==> config.mk <==
export PLATFORM = sky130hd
export DESIGN_NAME = mobo_ram_burst_bridge
export DESIGN_NICKNAME = d
export VERILOG_FILES = /design/src/rtl/mobo_ram_burst_bridge_pkg.sv /design/src/rtl/ram_watchdog.sv /design/src/rtl/mobo_ram_burst_bridge.sv
export SDC_FILE = /design/constraint.sdc
export NUM_CORES = 1
export LEC_CHECK = 0
export ABC_CLOCK_PERIOD_IN_PS = 3700
export CAP_MARGIN = 20
export CORE_MARGIN = 3
export CORE_UTILIZATION = 52
export CTS_CLUSTER_SIZE = 8
export DETAILED_ROUTE_END_ITERATION = 10
export PLACE_DENSITY = 0.95
export SYNTH_ARGS = -nofsm -noshare
export SYNTH_HDL_FRONTEND = slang
export SYNTH_SLANG_ARGS = --single-unit
==> constraint.sdc <==
create_clock -name clk -period 3.7 [get_ports clk]
set_clock_uncertainty 0.2 [all_clocks]
set_input_delay 0.37 -clock clk [delete_from_list [all_inputs] [get_ports clk]]
set_output_delay 0.37 -clock clk [all_outputs]
set_load 0.1 [all_outputs]
==> src/rtl/mobo_ram_burst_bridge_pkg.sv <==
// Shared widths, RAM pin positions and bridge state encoding for the mobo-to-RAM burst bridge.
package mobo_ram_burst_bridge_pkg;

    localparam int BRG_WORD_WIDTH = 8;
    localparam int RAM_ACK        = 0;
    localparam int RAM_READ_PIN   = 0;
    localparam int RAM_WRITE_PIN  = 1;

    typedef enum logic [2:0] {
        BRG_IDLE    = 3'd0,
        BRG_ISSUE   = 3'd1,
        BRG_WAIT_HI = 3'd2,
        BRG_WAIT_LO = 3'd3,
        BRG_DONE    = 3'd4
    } brg_state_e;

endpackage

==> src/rtl/ram_watchdog.sv <==
// Per-edge handshake watchdog: down-counter reloaded on clear, expires at terminal count.
module ram_watchdog #(
    parameter int TIMEOUT_CYC = 256
) (
    input  logic clk,
    input  logic rst_n,
    input  logic clear_i,
    input  logic enable_i,
    output logic expired_o
);

    generate
        if (TIMEOUT_CYC == 0) begin : g_off
            logic unused_in;
            assign unused_in = ^{clk, rst_n, clear_i, enable_i};
            assign expired_o = 1'b0;
        end else begin : g_on
            localparam int LOAD = TIMEOUT_CYC - 1;
            localparam int CW   = (LOAD > 0) ? $clog2(LOAD + 1) : 1;

            logic [CW-1:0] cnt_q, cnt_d;

            always_comb begin
                cnt_d = cnt_q;
                if (clear_i) begin
                    cnt_d = CW'(LOAD);
                end else if (enable_i && (cnt_q != '0)) begin
                    cnt_d = cnt_q - 1'b1;
                end
            end

            always_ff @(posedge clk or negedge rst_n) begin
                if (!rst_n) begin
                    cnt_q <= '0;
                end else begin
                    cnt_q <= cnt_d;
                end
            end

            // Loaded with TIMEOUT_CYC-1 so the abort lands exactly TIMEOUT_CYC edges after entry.
            assign expired_o = enable_i && (cnt_q == '0);
        end
    endgenerate

endmodule

==> src/rtl/mobo_ram_burst_bridge.sv <==
// Clocked CPU-to-RAM burst bridge: 4-phase ctrl/stat pin handshake per beat with watchdog abort.
// state   | meaning
// IDLE    | waiting for req
// ISSUE   | waiting for ACK low, then raise RD/WR pin
// WAIT_HI | pin high, waiting for ACK high
// WAIT_LO | pin dropped, waiting for ACK low
// DONE    | one-cycle done/err pulse
module mobo_ram_burst_bridge
    import mobo_ram_burst_bridge_pkg::*;
#(
    parameter int WORD_WIDTH  = BRG_WORD_WIDTH,
    parameter int LEN_W       = 4,
    parameter int ADDR_STEP   = 1,
    parameter int TIMEOUT_CYC = 256
) (
    input  logic                  clk,
    input  logic                  rst_n,
    input  logic                  req_i,
    input  logic                  req_we_i,
    input  logic [WORD_WIDTH-1:0] req_addr_i,
    input  logic [LEN_W-1:0]      req_len_i,
    input  logic [WORD_WIDTH-1:0] wdata_i,
    output logic                  wdata_pop_o,
    output logic [WORD_WIDTH-1:0] rdata_o,
    output logic                  rdata_valid_o,
    output logic                  busy_o,
    output logic                  done_o,
    output logic                  err_o,
    input  logic [WORD_WIDTH-1:0] ram_stat_i,
    output logic [WORD_WIDTH-1:0] ram_ctrl_o,
    output logic [WORD_WIDTH-1:0] ram_addr_o,
    output logic [WORD_WIDTH-1:0] ram_wdata_o,
    input  logic [WORD_WIDTH-1:0] ram_rdata_i
);

    brg_state_e            state_q, state_d;
    logic                  we_q, we_d;
    logic [WORD_WIDTH-1:0] addr_q, addr_d;
    logic [LEN_W-1:0]      len_q, len_d;
    logic [LEN_W-1:0]      beat_q, beat_d;
    logic [WORD_WIDTH-1:0] ram_ctrl_q, ram_ctrl_d;
    logic [WORD_WIDTH-1:0] ram_addr_q, ram_addr_d;
    logic [WORD_WIDTH-1:0] ram_wdata_q, ram_wdata_d;
    logic [WORD_WIDTH-1:0] rdata_q, rdata_d;
    logic                  rdata_valid_q, rdata_valid_d;
    logic                  wdata_pop_q, wdata_pop_d;
    logic                  busy_q, busy_d;
    logic                  done_q, done_d;
    logic                  err_q, err_d;
    logic                  ack, wd_clear, wd_enable, wd_expired;
    logic [WORD_WIDTH-1:0] pin_word;
    logic                  stat_unused;

    assign ack         = ram_stat_i[RAM_ACK];
    assign stat_unused = ^ram_stat_i;
    assign wd_enable   = (state_q == BRG_ISSUE) || (state_q == BRG_WAIT_HI) || (state_q == BRG_WAIT_LO);
    assign wd_clear    = (state_d != state_q);

    ram_watchdog #(.TIMEOUT_CYC(TIMEOUT_CYC)) u_watchdog (
        .clk       (clk),
        .rst_n     (rst_n),
        .clear_i   (wd_clear),
        .enable_i  (wd_enable),
        .expired_o (wd_expired)
    );

    always_comb begin
        pin_word = '0;
        if (we_q) begin
            pin_word[RAM_WRITE_PIN] = 1'b1;
        end else begin
            pin_word[RAM_READ_PIN] = 1'b1;
        end
    end

    always_comb begin
        state_d       = state_q;
        we_d          = we_q;
        addr_d        = addr_q;
        len_d         = len_q;
        beat_d        = beat_q;
        ram_ctrl_d    = ram_ctrl_q;
        ram_addr_d    = ram_addr_q;
        ram_wdata_d   = ram_wdata_q;
        rdata_d       = rdata_q;
        rdata_valid_d = 1'b0;
        wdata_pop_d   = 1'b0;
        err_d         = 1'b0;
        unique case (state_q)
            BRG_IDLE: begin
                if (req_i) begin
                    we_d    = req_we_i;
                    addr_d  = req_addr_i;
                    len_d   = req_len_i;
                    beat_d  = '0;
                    state_d = BRG_ISSUE;
                end
            end
            BRG_ISSUE: begin
                if (wd_expired) begin
                    err_d   = 1'b1;
                    state_d = BRG_DONE;
                end else if (!ack) begin
                    ram_ctrl_d = pin_word;
                    ram_addr_d = addr_q;
                    if (we_q) begin
                        ram_wdata_d = wdata_i;
                    end
                    state_d = BRG_WAIT_HI;
                end
            end
            BRG_WAIT_HI: begin
                if (wd_expired) begin
                    ram_ctrl_d = '0;
                    err_d      = 1'b1;
                    state_d    = BRG_DONE;
                end else if (ack) begin
                    ram_ctrl_d = '0;
                    if (we_q) begin
                        wdata_pop_d = 1'b1;
                    end else begin
                        rdata_d       = ram_rdata_i;
                        rdata_valid_d = 1'b1;
                    end
                    state_d = BRG_WAIT_LO;
                end
            end
            BRG_WAIT_LO: begin
                if (wd_expired) begin
                    err_d   = 1'b1;
                    state_d = BRG_DONE;
                end else if (!ack) begin
                    if (beat_q == len_q) begin
                        state_d = BRG_DONE;
                    end else begin
                        beat_d  = beat_q + 1'b1;
                        addr_d  = addr_q + WORD_WIDTH'(ADDR_STEP);
                        state_d = BRG_ISSUE;
                    end
                end
            end
            BRG_DONE: state_d = BRG_IDLE;
            default:  state_d = BRG_IDLE;
        endcase
        busy_d = (state_d != BRG_IDLE) && (state_d != BRG_DONE);
        done_d = (state_d == BRG_DONE);
    end

    always_ff @(posedge clk or negedge rst_n) begin
        if (!rst_n) begin
            state_q       <= BRG_IDLE;
            we_q          <= 1'b0;
            addr_q        <= '0;
            len_q         <= '0;
            beat_q        <= '0;
            ram_ctrl_q    <= '0;
            ram_addr_q    <= '0;
            ram_wdata_q   <= '0;
            rdata_q       <= '0;
            rdata_valid_q <= 1'b0;
            wdata_pop_q   <= 1'b0;
            busy_q        <= 1'b0;
            done_q        <= 1'b0;
            err_q         <= 1'b0;
        end else begin
            state_q       <= state_d;
            we_q          <= we_d;
            addr_q        <= addr_d;
            len_q         <= len_d;
            beat_q        <= beat_d;
            ram_ctrl_q    <= ram_ctrl_d;
            ram_addr_q    <= ram_addr_d;
            ram_wdata_q   <= ram_wdata_d;
            rdata_q       <= rdata_d;
            rdata_valid_q <= rdata_valid_d;
            wdata_pop_q   <= wdata_pop_d;
            busy_q        <= busy_d;
            done_q        <= done_d;
            err_q         <= err_d;
        end
    end

    assign ram_ctrl_o    = ram_ctrl_q;
    assign ram_addr_o    = ram_addr_q;
    assign ram_wdata_o   = ram_wdata_q;
    assign rdata_o       = rdata_q;
    assign rdata_valid_o = rdata_valid_q;
    assign wdata_pop_o   = wdata_pop_q;
    assign busy_o        = busy_q;
    assign done_o        = done_q;
    assign err_o         = err_q;

endmodule

-- Word-level counts from Yosys, hierarchy flattened
Index checks and enable logic that the tools add are counted.
- bits in writable memories: 0
- register bits after elaboration: 65
- memories kept: 0
- latch bits: 0
- bits in read-only memories: 0
- bitwise operators: 3
- div/mod/pow operators: 0
- shifts and indexed selects: 0
- magnitude comparators: 0
- mux-type cells: 36
- reduce and logical (&&, ||, !) cells: 19
- multipliers: 0
- $add $sub $neg: 3
- equality and inequality tests: 14
- operators by type and width (cell ; count):
    $mux 8 ; 10
    $pmux 8 s2 ; 2
    $mux 3 ; 8
    $mux 4 ; 4
    $ne 2x2->1 const B ; 6
    $pmux 3 s4 ; 1
    $reduce_and 4->1 ; 3
    $mux 1 ; 10
    $add 8x1->8 const B ; 1
    $logic_not 8->1 ; 1
    $pmux 4 s2 ; 1
    $reduce_bool 8->1 ; 1
    $sub 8x1->8 const B ; 1
    $eq 3x2->1 const B ; 2
    $reduce_bool 2->1 ; 3
    $reduce_and 5->1 ; 1
    $add 4x1->4 const B ; 1
    $eq 4x4->1 ; 1
    $eq 3x1->1 const B ; 1
    $eq 3x3->1 const B ; 1
    $logic_and 1x1->1 ; 3
    $logic_not 3->1 ; 1
    $ne 3x2->1 const B ; 1
    $ne 3x3->1 ; 1
    7 further kinds ; 10

-- Depth between registers and ports, before layout
Gate-level depths: netlist (run 1).
- word-level depth: 8
- depth in mapped cells: 9
- mapped depth without buffers: 7

-- Hierarchy
A second synthesis (run 1) with hierarchy kept.
- cell total of the unflattened synthesis: 265
- area, all modules: 2959.1 um^2
- by module, submodules not included (module ; area an instance (um^2) ; seq. area each (um^2) ; instances ; cells each):
    mobo_ram_burst_bridge ; 2502.4 ; 1276.2 ; 1 ; 219
    ram_watchdog ; 456.7 ; 200.2 ; 1 ; 46

-- Least setup slack after synthesis (run 1)
No wires, ideal clock.
- path kind: reg-to-reg
- start point: register u_watchdog.g_on.cnt_q[0]
- end point: register ram_wdata_q[0], in the netlist ram_wdata_o[0]
- data arrival time: 2.139 ns
- cell stages (with the launch flop): 10
- slack: 1.235 ns
- buffers on the path: 3
- library setup time: 0.126 ns
- data required time: 3.374 ns
- cell sequence: dfrtp_1 inv_1 ha_1 or3b_2 clkbuf_1 o211a_1 buf_6 and2_4 buf_6 mux2_4
- word-level cells in the longest chain between the ends: 4
- RTL lines (item ; RTL line ; text):
    from (decl) ; ram_watchdog.sv:21 ; logic [CW-1:0] cnt_q, cnt_d;
    from (signal assigned) ; ram_watchdog.sv:36 ; cnt_q <= cnt_d;
    $logic_not 8->1 ; ram_watchdog.sv:41 ; assign expired_o = enable_i && (cnt_q == '0);
    $logic_and 1x1->1 ; ram_watchdog.sv:41 ;
    $not 1->1 (no source line) ; n/a ;
    $reduce_and 4->1 (no source line) ; n/a ;
    to (signal assigned) ; mobo_ram_burst_bridge.sv:173 ; ram_wdata_q <= ram_wdata_d;
    to (decl) ; mobo_ram_burst_bridge.sv:43 ; logic [WORD_WIDTH-1:0] ram_wdata_q, ram_wdata_d;
Every way passes these cells.
A chain may end at the register's enable or synchronous reset.

-- Worst setup path after layout (run 1)
- start point: register u_watchdog.g_on.cnt_q[2]
- end point: register addr_q[4]
- word-level cells in the longest chain between the ends: 4
- RTL lines (item ; RTL line ; text):
    $logic_not 8->1 ; ram_watchdog.sv:41 ;
    $logic_and 1x1->1 ; ram_watchdog.sv:41 ;
    $ne 2x2->1 (no source line) ; n/a ;
    $reduce_and 5->1 (no source line) ; n/a ;
    to (signal assigned) ; mobo_ram_burst_bridge.sv:168 ; addr_q <= addr_d;
    to (decl) ; mobo_ram_burst_bridge.sv:38 ; logic [WORD_WIDTH-1:0] addr_q, addr_d;
Every way passes these cells.

==> results of run 1 <==
==> routing by layer <==
metal / up-vias / GRT usage, % / share of wire (%)
met3: 12 / 5.079 / 6.8
met2: 95 / 38.56 / 53
met4: 0 / 11.66 / 1.8
li1: 1020 / - / -
met5: - / 0 / 0
met1: 1039 / 24.83 / 38
==> critical path, stage by stage (launching register included) <==
cell	delay, ns
dfrtp_1	0.44
nor4_1	0.59
nand3_1	0.51
inv_1	0.31
o21ai_1	0.26
o221a_2	0.37
==> flip-flops by register name (all words and copies together) (netlist names) <==
signal                 cells
we_q                       1
rdata_valid_o              1
ram_wdata_o                8
ram_ctrl_o                 2
rdata_o                    8
state_q                    3
u_watchdog.g_on.cnt_q      8
beat_q                     4
ram_addr_o                 8
wdata_pop_o                1
done_o                     1
err_o                      1
busy_o                     1
addr_q                     8
len_q                      4
==> cells in the final DEF, fill, tap and decap left out, drive strengths merged, types with 3 or more instances in the layout <==
cell / n
clkdlybuf4s50: 62
dfrtp: 59
nand2: 34
mux2: 24
clkbuf: 11
nor2: 8
o21ai: 8
nand3: 7
inv: 7
xor2: 7
conb: 6
a21oi: 5
and3: 5
o32a: 5
nor3: 4
o211ai: 4
nand4: 4
mux2i: 4
ha: 4
o41ai: 3
nor2b: 3
o211a: 3
o221a: 3
==> cell families after synthesis <==
group | after synthesis | synth area share, %
AO/OA/AOI/OAI | 42 | 11.82
XOR/XNOR | 9 | 2.778
adder cells (fa/ha/maj) | 4 | 1.764
buffers and inverters | 25 | 4.673
flip-flops | 59 | 52.03
multiplexers | 28 | 11.99
other | 1 | 0.1321
AND/OR/NAND/NOR | 82 | 14.82
==> stage by stage <==
step / hold slack, ns / setup slack (ns)
6_report: 0.3053 / 0.8995
5_1_grt: 0.3160 / 0.7182
4_1_cts: 0.3065 / 0.9959
3_5_place_dp: 0.2711 / 1.001
3_3_place_gp: 0.2525 / 1.104
2_1_floorplan: -0.1256 / 1.235
==> area by class of cell <==
cell class	count	area (µm²)
flip-flops and latches	59	1476
clock buffers	11	131.4
clock inverters	5	77.57
multi-input cells	171	1247
inverters	7	26.28
repair buffers	65	643.1
fillers	405	1515
well taps	70	87.58
==> path summary, 6_finish.rpt <==
path,cells past startpoint,end,start,slack (ns)
worst max-delay path,5,addr_q[4],u_watchdog.g_on.cnt_q[2],0.90
worst min-delay path,1,rdata_o[3],rdata_o[3],0.31
worst max register to register,5,addr_q[4],u_watchdog.g_on.cnt_q[2],0.90
worst min register to register,1,rdata_o[3],rdata_o[3],0.31
max in group asynchronous,3,u_watchdog.g_on.cnt_q[5],rst_n,2.06
min in group asynchronous,2,ram_addr_o[4],rst_n,0.42
==> timing repair <==
| item | 4_1_cts | 5_1_grt |
|---|---|---|
| setup endpoints to repair | 0 | 0 |
| endpoints found under the hold margin | 31 | 0 |
| hold buffers | 1 | 0 |
==> impl_metrics.env, run 1 <==
export IMPL_post_drt_wl_per_cell_um=16.93
export IMPL_tritoncts="built"
export IMPL_crit_required_ns=3.73
export IMPL_stdcell_area_mm2=0.003690
export IMPL_tightest_slew_ns=1.006
export IMPL_start_util_pct=54.52
export IMPL_drive_above_1_share_pct=15.41
export IMPL_drv_slew=0
export IMPL_antenna_violating_nets_post_route=0
export IMPL_die_height_um=79.87
export IMPL_viasPerCell=5.582
export IMPL_drtPass1Iterations=4
export IMPL_synthTopCellsByCount="dfrtp_1 (59), nand2_1 (34), mux2_2 (16)"
export IMPL_relSlewSlack_pct=32.74
export IMPL_synth_top_area_cell="dfrtp_1"
export IMPL_grt_pass1_vias=2204
export IMPL_post_cts_setup_buffer_count=0
export IMPL_cts_htree_levels=3
export IMPL_finalWirelength_um=6568
export IMPL_cts_root_buf="clkbuf_8"
export IMPL_core_area_mm2=0.005205
export IMPL_fmax_ghz=0.3571
export IMPL_dp_cells=371
export IMPL_finalHoldViolCount=0
export IMPL_die_area_mm2=0.006379
export IMPL_drt_drc_violations_left=0
export IMPL_syn_inst=250
export IMPL_status="finished, final reports clean"
export IMPL_hp_class="reg -> reg"
export IMPL_io_pin_count=77
export IMPL_cp_start_kind="flop"
export IMPL_clock_latency_ns=0.34
export IMPL_synth_most_common_cell="dfrtp_1"
export IMPL_synth_edf_count=0
export IMPL_antennaDiodeCount=0
export IMPL_grt_setup_unrepaired="no"
export IMPL_avgSynthCellArea_um2=11.35
export IMPL_dp_hpwl_um=4624
export IMPL_min_period_ns=2.801
export IMPL_async_flop_share_pct=100.0
export IMPL_end_kind="flop"
export IMPL_grt_ovfl_total=0
export IMPL_antenna_found_initial=0
export IMPL_gr_usage_all_layers_pct=22.03
export IMPL_synth_top_area_share_pct=52.03
export IMPL_yosys_cell_types_count=53
export IMPL_post_route_util_pct=70.89
export IMPL_portBuffers=63
export IMPL_worstSetupPathType="reg -> reg"
export IMPL_cts_sinks=59
export IMPL_cts_made_buffers=9
export IMPL_nNetsFinal=357
export IMPL_drt_iter0_drc=137
export IMPL_cp_max_fo=11
export IMPL_ys_top_cells_by_area="dfrtp_1 (52%), mux2_2 (6.3%), nand2_1 (4.5%)"
export IMPL_die_x_um=79.87
export IMPL_synthesis_area_mm2=0.002838
export IMPL_maxCapViolCount=0
export IMPL_ctsResizeCount=0
export IMPL_cp_arrival_ns=2.83
export IMPL_synth_seq_cells=59
export IMPL_tns_ns=0
export IMPL_clkTransAtPathRegs_ns=0.07
export IMPL_clk_path_buf_depth=2
export IMPL_grt_pass1_wl_um=10490
export IMPL_fin_cells=388
export IMPL_gp_congestion=0.8617
export IMPL_dpl_cell_area_mm2=0.003471
export IMPL_seq_area_frac_synth_pct=52.03
export IMPL_rows=26
export IMPL_setup_viol=0
export IMPL_finalCritPeriodShare_pct=75.69
export IMPL_vias=2166
export IMPL_ys_flop_type="dfrtp_1"
export IMPL_yosys_warnings=0
export IMPL_syn2layout_area_growth_pct=30.03
export IMPL_grt_start_max_net_pins=33
Power of run 1 is left out: the tool's default activity adds up to more than one toggle a clock period on the data nets, which glitch-free logic cannot reach.
==> run 2, diff against run 1 <==
- ABC_CLOCK_PERIOD_IN_PS: 3700 -> 2800
- CORE_UTILIZATION: 52 -> 48
- PLACE_DENSITY: 0.95 -> 0.91
- clock period: 3.7 -> 2.8 ns (I/O delays scaled with it)
==> run 2 against run 1 <==
Via count increased by 0.65%. Routed wire length is 7.0% lower. Hold slack worse by 0.034 ns. Die area rose by 7.7%.
==> impl_metrics.env, run 2 (same netlist as run 1, synthesis figures left out) <==
export IMPL_status="finished, final reports clean"
export IMPL_grt_pass1_vias=2159
export IMPL_grt_util_met1_pct=23.24
export IMPL_slowest_delay_ns=0.54
export IMPL_end_kind="flop"
export IMPL_nNetsFinal=362
export IMPL_grt_ovfl_total=0
export IMPL_io_pin_count=77
export IMPL_finalWirelength_um=6111
export IMPL_relSlewSlack_pct=52.16
export IMPL_min_period_ns=2.363
export IMPL_antenna_found_initial=0
export IMPL_grt_met2_usage_pct=29.66
export IMPL_die_x_um=82.89
export IMPL_clk_path_buf_depth=2
export IMPL_dp_cells=378
export IMPL_post_drt_wl_per_cell_um=15.47
export IMPL_rrSetupSlack_ns=0.44
export IMPL_cp_arrival_ns=2.37
export IMPL_crit_path_cell_trace="inv_1 > ha_1 > or3b_2 > o21ai_1 > or4b_2 > nand3_1"
export IMPL_cp_start_kind="flop"
export IMPL_clkTransAtPathRegs_ns=0.07
export IMPL_grt_start_max_net_pins=60
export IMPL_die_height_um=82.89
export IMPL_cp_num_cells=6
export IMPL_busiest_layer="met2"
export IMPL_cts_root_buf="clkbuf_8"
export IMPL_cp_max_fo=9
export IMPL_maxCapViolCount=0
export IMPL_hold_start="req_len_i[2]"
export IMPL_r2r_start="u_watchdog.g_on.cnt_q[0]"
export IMPL_dp_hpwl_um=4368
export IMPL_crit_required_ns=2.81
export IMPL_core_area_mm2=0.005608
export IMPL_cts_htree_levels=3
export IMPL_n_fill_cell=471
export IMPL_critPathBufInv=1
export IMPL_holdPathEnd="len_q[2]"
export IMPL_hold_ws_ns=0.2715
export IMPL_ctsResizeCount=0
export IMPL_clock_latency_ns=0.33
export IMPL_syn2layout_area_growth_pct=28.22
export IMPL_finalCritPeriodShare_pct=84.40
export IMPL_vias=2180
export IMPL_rows=27
export IMPL_grt_setup_unrepaired="no"
export IMPL_setup_viol=0
export IMPL_gr_usage_all_layers_pct=18.46
export IMPL_gp_congestion=0.8794
export IMPL_cts_sinks=59
export IMPL_grt_pass1_wl_um=10270
export IMPL_rr_endpoint="u_watchdog.g_on.cnt_q[7]"
export IMPL_cts_hold_buffers=1
export IMPL_fin_cells=395
export IMPL_worstSetupPathType="reg -> reg"
export IMPL_fmax_ghz=0.4232
export IMPL_tritoncts="built"
export IMPL_met3_usage_pct=4.365
export IMPL_viasPerCell=5.519
export IMPL_antennaDiodeCount=0
export IMPL_drtPass1Iterations=4
export IMPL_post_route_util_pct=64.88
export IMPL_ff2ff_path_depth=6
export IMPL_final_cell_mix="dfrtp_1 (59), buf_4 (37), nand2_1 (34)"
export IMPL_tns_ns=0
export IMPL_slowest_stage="or3b_2"
export IMPL_antenna_violating_nets_post_route=0
export IMPL_die_area_mm2=0.006871
export IMPL_cts_made_buffers=9
export IMPL_start_util_pct=50.60
export IMPL_critical_path_top_delay_family="simple AND/OR/NAND/NOR gates"
export IMPL_hp_class="in -> reg"
export IMPL_finalHoldViolCount=0
export IMPL_min_path_cells=3
export IMPL_post_cts_setup_buffer_count=0
export IMPL_mostFrequentLayoutCell="dfrtp_1"
export IMPL_drive_above_1_share_pct=26.32
export IMPL_drt_iter0_drc=99
export IMPL_tightest_slew_ns=0.7177
export IMPL_drt_drc_violations_left=0
export IMPL_portBuffers=63
export IMPL_drv_slew=0
==> run 2: layer usage <==
layer  vias up  wire length, µm
li1       1031                -
met1      1055             2627
met2        82             3000
met3        12              369
met4         0              113
met5         -                0
==> run 2: layout make-up <==
type                    count  area [µm²]  area share, %
flip-flops and latches     59        1476          40.58
multi-input cells         171        1247          34.28
repair buffers             70       603.1          16.57
clock buffers              12       145.1          3.989
well taps                  72       90.09          2.476
clock inverters             4       50.05          1.376
inverters                   7       26.28         0.7221
==> run 2: worst register-to-register path: stages, from the launching register on <==
cell,delay (ns)
dfrtp_1,0.39
inv_1,0.14
ha_1,0.19
or3b_2,0.54
o21ai_1,0.50
or4b_2,0.23
nand3_1,0.07
==> run 2: per-stage QoR <==
| step | setup WS [ns] | cell area (µm²) |
|---|---|---|
| 6_report | 0.4369 | 3638 |
| 2_1_floorplan | 0.3351 | 2856 |
| 3_5_place_dp | 0.2280 | 3433 |
| 3_3_place_gp | 0.3227 | 3433 |
| 5_1_grt | 0.2929 | 3638 |
| 4_1_cts | 0.4493 | 3638 |
==> run 2: worst max path at each step <==
stage                                        start                  endpoint
after floorplan           u_watchdog.g_on.cnt_q[0]            ram_wdata_o[0]
after global placement               ram_stat_i[0]                 addr_q[1]
after detailed placement             ram_stat_i[0]                 addr_q[1]
after CTS                 u_watchdog.g_on.cnt_q[0]  u_watchdog.g_on.cnt_q[7]
after global routing      u_watchdog.g_on.cnt_q[0]  u_watchdog.g_on.cnt_q[4]
final                     u_watchdog.g_on.cnt_q[0]  u_watchdog.g_on.cnt_q[7]
Power of run 2 is left out for the same reason.
==> run 3, diff against run 2 <==
- ABC_CLOCK_PERIOD_IN_PS: 2800 -> 2400
- clock period: 2.8 -> 2.4 ns (I/O delays scaled with it)
==> run 3 against run 2 <==
Sequential cell count did not move. Routed wire length up 0.61%. Worst setup slack lost 0.29 ns. Cell area up 2.6%. Critical endpoint is now ram_wdata_o[2]. Highest routed layer unchanged.
==> impl_metrics.env, run 3 (same netlist as run 1, synthesis figures left out) <==
export IMPL_die_height_um=82.89
export IMPL_post_drt_wl_per_cell_um=15.26
export IMPL_hp_class="in -> reg"
export IMPL_crit_required_ns=2.42
export IMPL_setup_viol=0
export IMPL_grt_pass1_vias=2274
export IMPL_maxCapViolCount=0
export IMPL_grt_pass1_wl_um=10320
export IMPL_antenna_violating_nets_post_route=0
export IMPL_tightest_slew_ns=0.7245
export IMPL_worstSetupPathType="reg -> reg"
export IMPL_finalWirelength_um=6148
export IMPL_n_fill_cell=449
export IMPL_cts_root_buf="clkbuf_8"
export IMPL_clock_latency_ns=0.33
export IMPL_vias=2208
export IMPL_status="finished, final reports clean"
export IMPL_drt_iter0_drc=114
export IMPL_tns_ns=0
export IMPL_grt_setup_unrepaired="no"
export IMPL_drt_drc_violations_left=0
export IMPL_end_kind="flop"
export IMPL_drtPass1Iterations=4
export IMPL_die_x_um=82.89
export IMPL_finalCritPeriodShare_pct=93.78
export IMPL_antennaDiodeCount=0
export IMPL_rows=27
export IMPL_clkTransAtPathRegs_ns=0.06
export IMPL_drive_above_1_share_pct=29.61
export IMPL_post_cts_setup_buffer_count=0
export IMPL_cp_arrival_ns=2.27
export IMPL_start_util_pct=50.60
export IMPL_mostFrequentLayoutCell="dfrtp_1"
export IMPL_cts_htree_levels=3
export IMPL_min_period_ns=2.251
export IMPL_nNetsFinal=371
export IMPL_cts_made_buffers=9
export IMPL_relSlewSlack_pct=51.70
export IMPL_cts_sinks=59
export IMPL_grt_start_max_net_pins=60
export IMPL_portBuffers=63
export IMPL_finalHoldViolCount=0
export IMPL_die_area_mm2=0.006871
export IMPL_grt_ovfl_total=0
export IMPL_syn2layout_area_growth_pct=31.61
export IMPL_antenna_found_initial=0
export IMPL_viasPerCell=5.479
export IMPL_cp_start_kind="flop"
export IMPL_gp_congestion=0.8990
export IMPL_core_area_mm2=0.005608
export IMPL_final_cell_mix="dfrtp_1 (59), buf_4 (46), nand2_1 (34)"
export IMPL_io_pin_count=77
export IMPL_fmax_ghz=0.4443
export IMPL_tritoncts="built"
export IMPL_cp_max_fo=9
export IMPL_clk_path_buf_depth=2
export IMPL_gr_usage_all_layers_pct=18.65
export IMPL_dp_hpwl_um=4575
export IMPL_drv_slew=0
==> run 3: area by class of cell <==
cell class | count | area [µm²] | share of cell area (%)
Tap cell | 72 | 90.09 | 2.412
Timing Repair Buffer | 79 | 670.6 | 17.96
Sequential cell | 59 | 1476 | 39.53
Clock buffer | 10 | 137.6 | 3.685
Inverter | 7 | 26.28 | 0.7035
Clock inverter | 5 | 77.57 | 2.077
Multi-Input combinational cell | 171 | 1256 | 33.63
==> run 3: worst max-delay path, cell delays in order (launching register included) <==
cell and delay (ns):
dfrtp_1 0.44, or4_1 0.65, o211a_1 0.30, and2_4 0.23
mux2_4 0.31
==> run 3: per-layer routing <==
metal	global-route usage, %	vias to the layer above	wire, µm	part of all wire, %
met5	0	-	0	0
met4	9.510	0	97	1.6
met3	4.762	10	337	5.5
met2	31.20	70	3043	49
met1	22.13	1076	2670	43
li1	-	1052	-	-
==> run 3: what timing repair did <==
action | CTS | global route
endpoints found under the setup margin | 1 | 0
hold buffers | 1 | 0
hold endpoints to repair | 59 | 0
resized for setup | 1 | 0
==> run 3: through the flow <==
step,util [%],hold WS (ns),std cells,area [µm²],worst slack [ns]
CTS,66.60,0.2302,403,3735,0.1646
global route,66.60,0.2380,403,3735,0.06984
finish,66.60,0.2386,403,3735,0.1493
global placement,62.47,0.2219,387,3503,0.1030
floorplan,-,-0.2556,255,2873,0.06711
detailed placement,62.47,0.2316,387,3503,0.001384
==> run 3: worst paths after layout <==
path | end | slack [ns] | from | cells after the start
worst max-delay path | ram_wdata_o[2] | 0.15 | u_watchdog.g_on.cnt_q[2] | 4
worst max register to register | ram_wdata_o[2] | 0.15 | u_watchdog.g_on.cnt_q[2] | 4
worst min register to register | len_q[1] | 0.31 | len_q[1] | 2
worst min-delay path | len_q[0] | 0.24 | req_len_i[0] | 3
min in group asynchronous | u_watchdog.g_on.cnt_q[4] | 0.39 | rst_n | 3
max in group asynchronous | beat_q[1] | 1.14 | rst_n | 3
Power of run 3 is left out for the same reason.
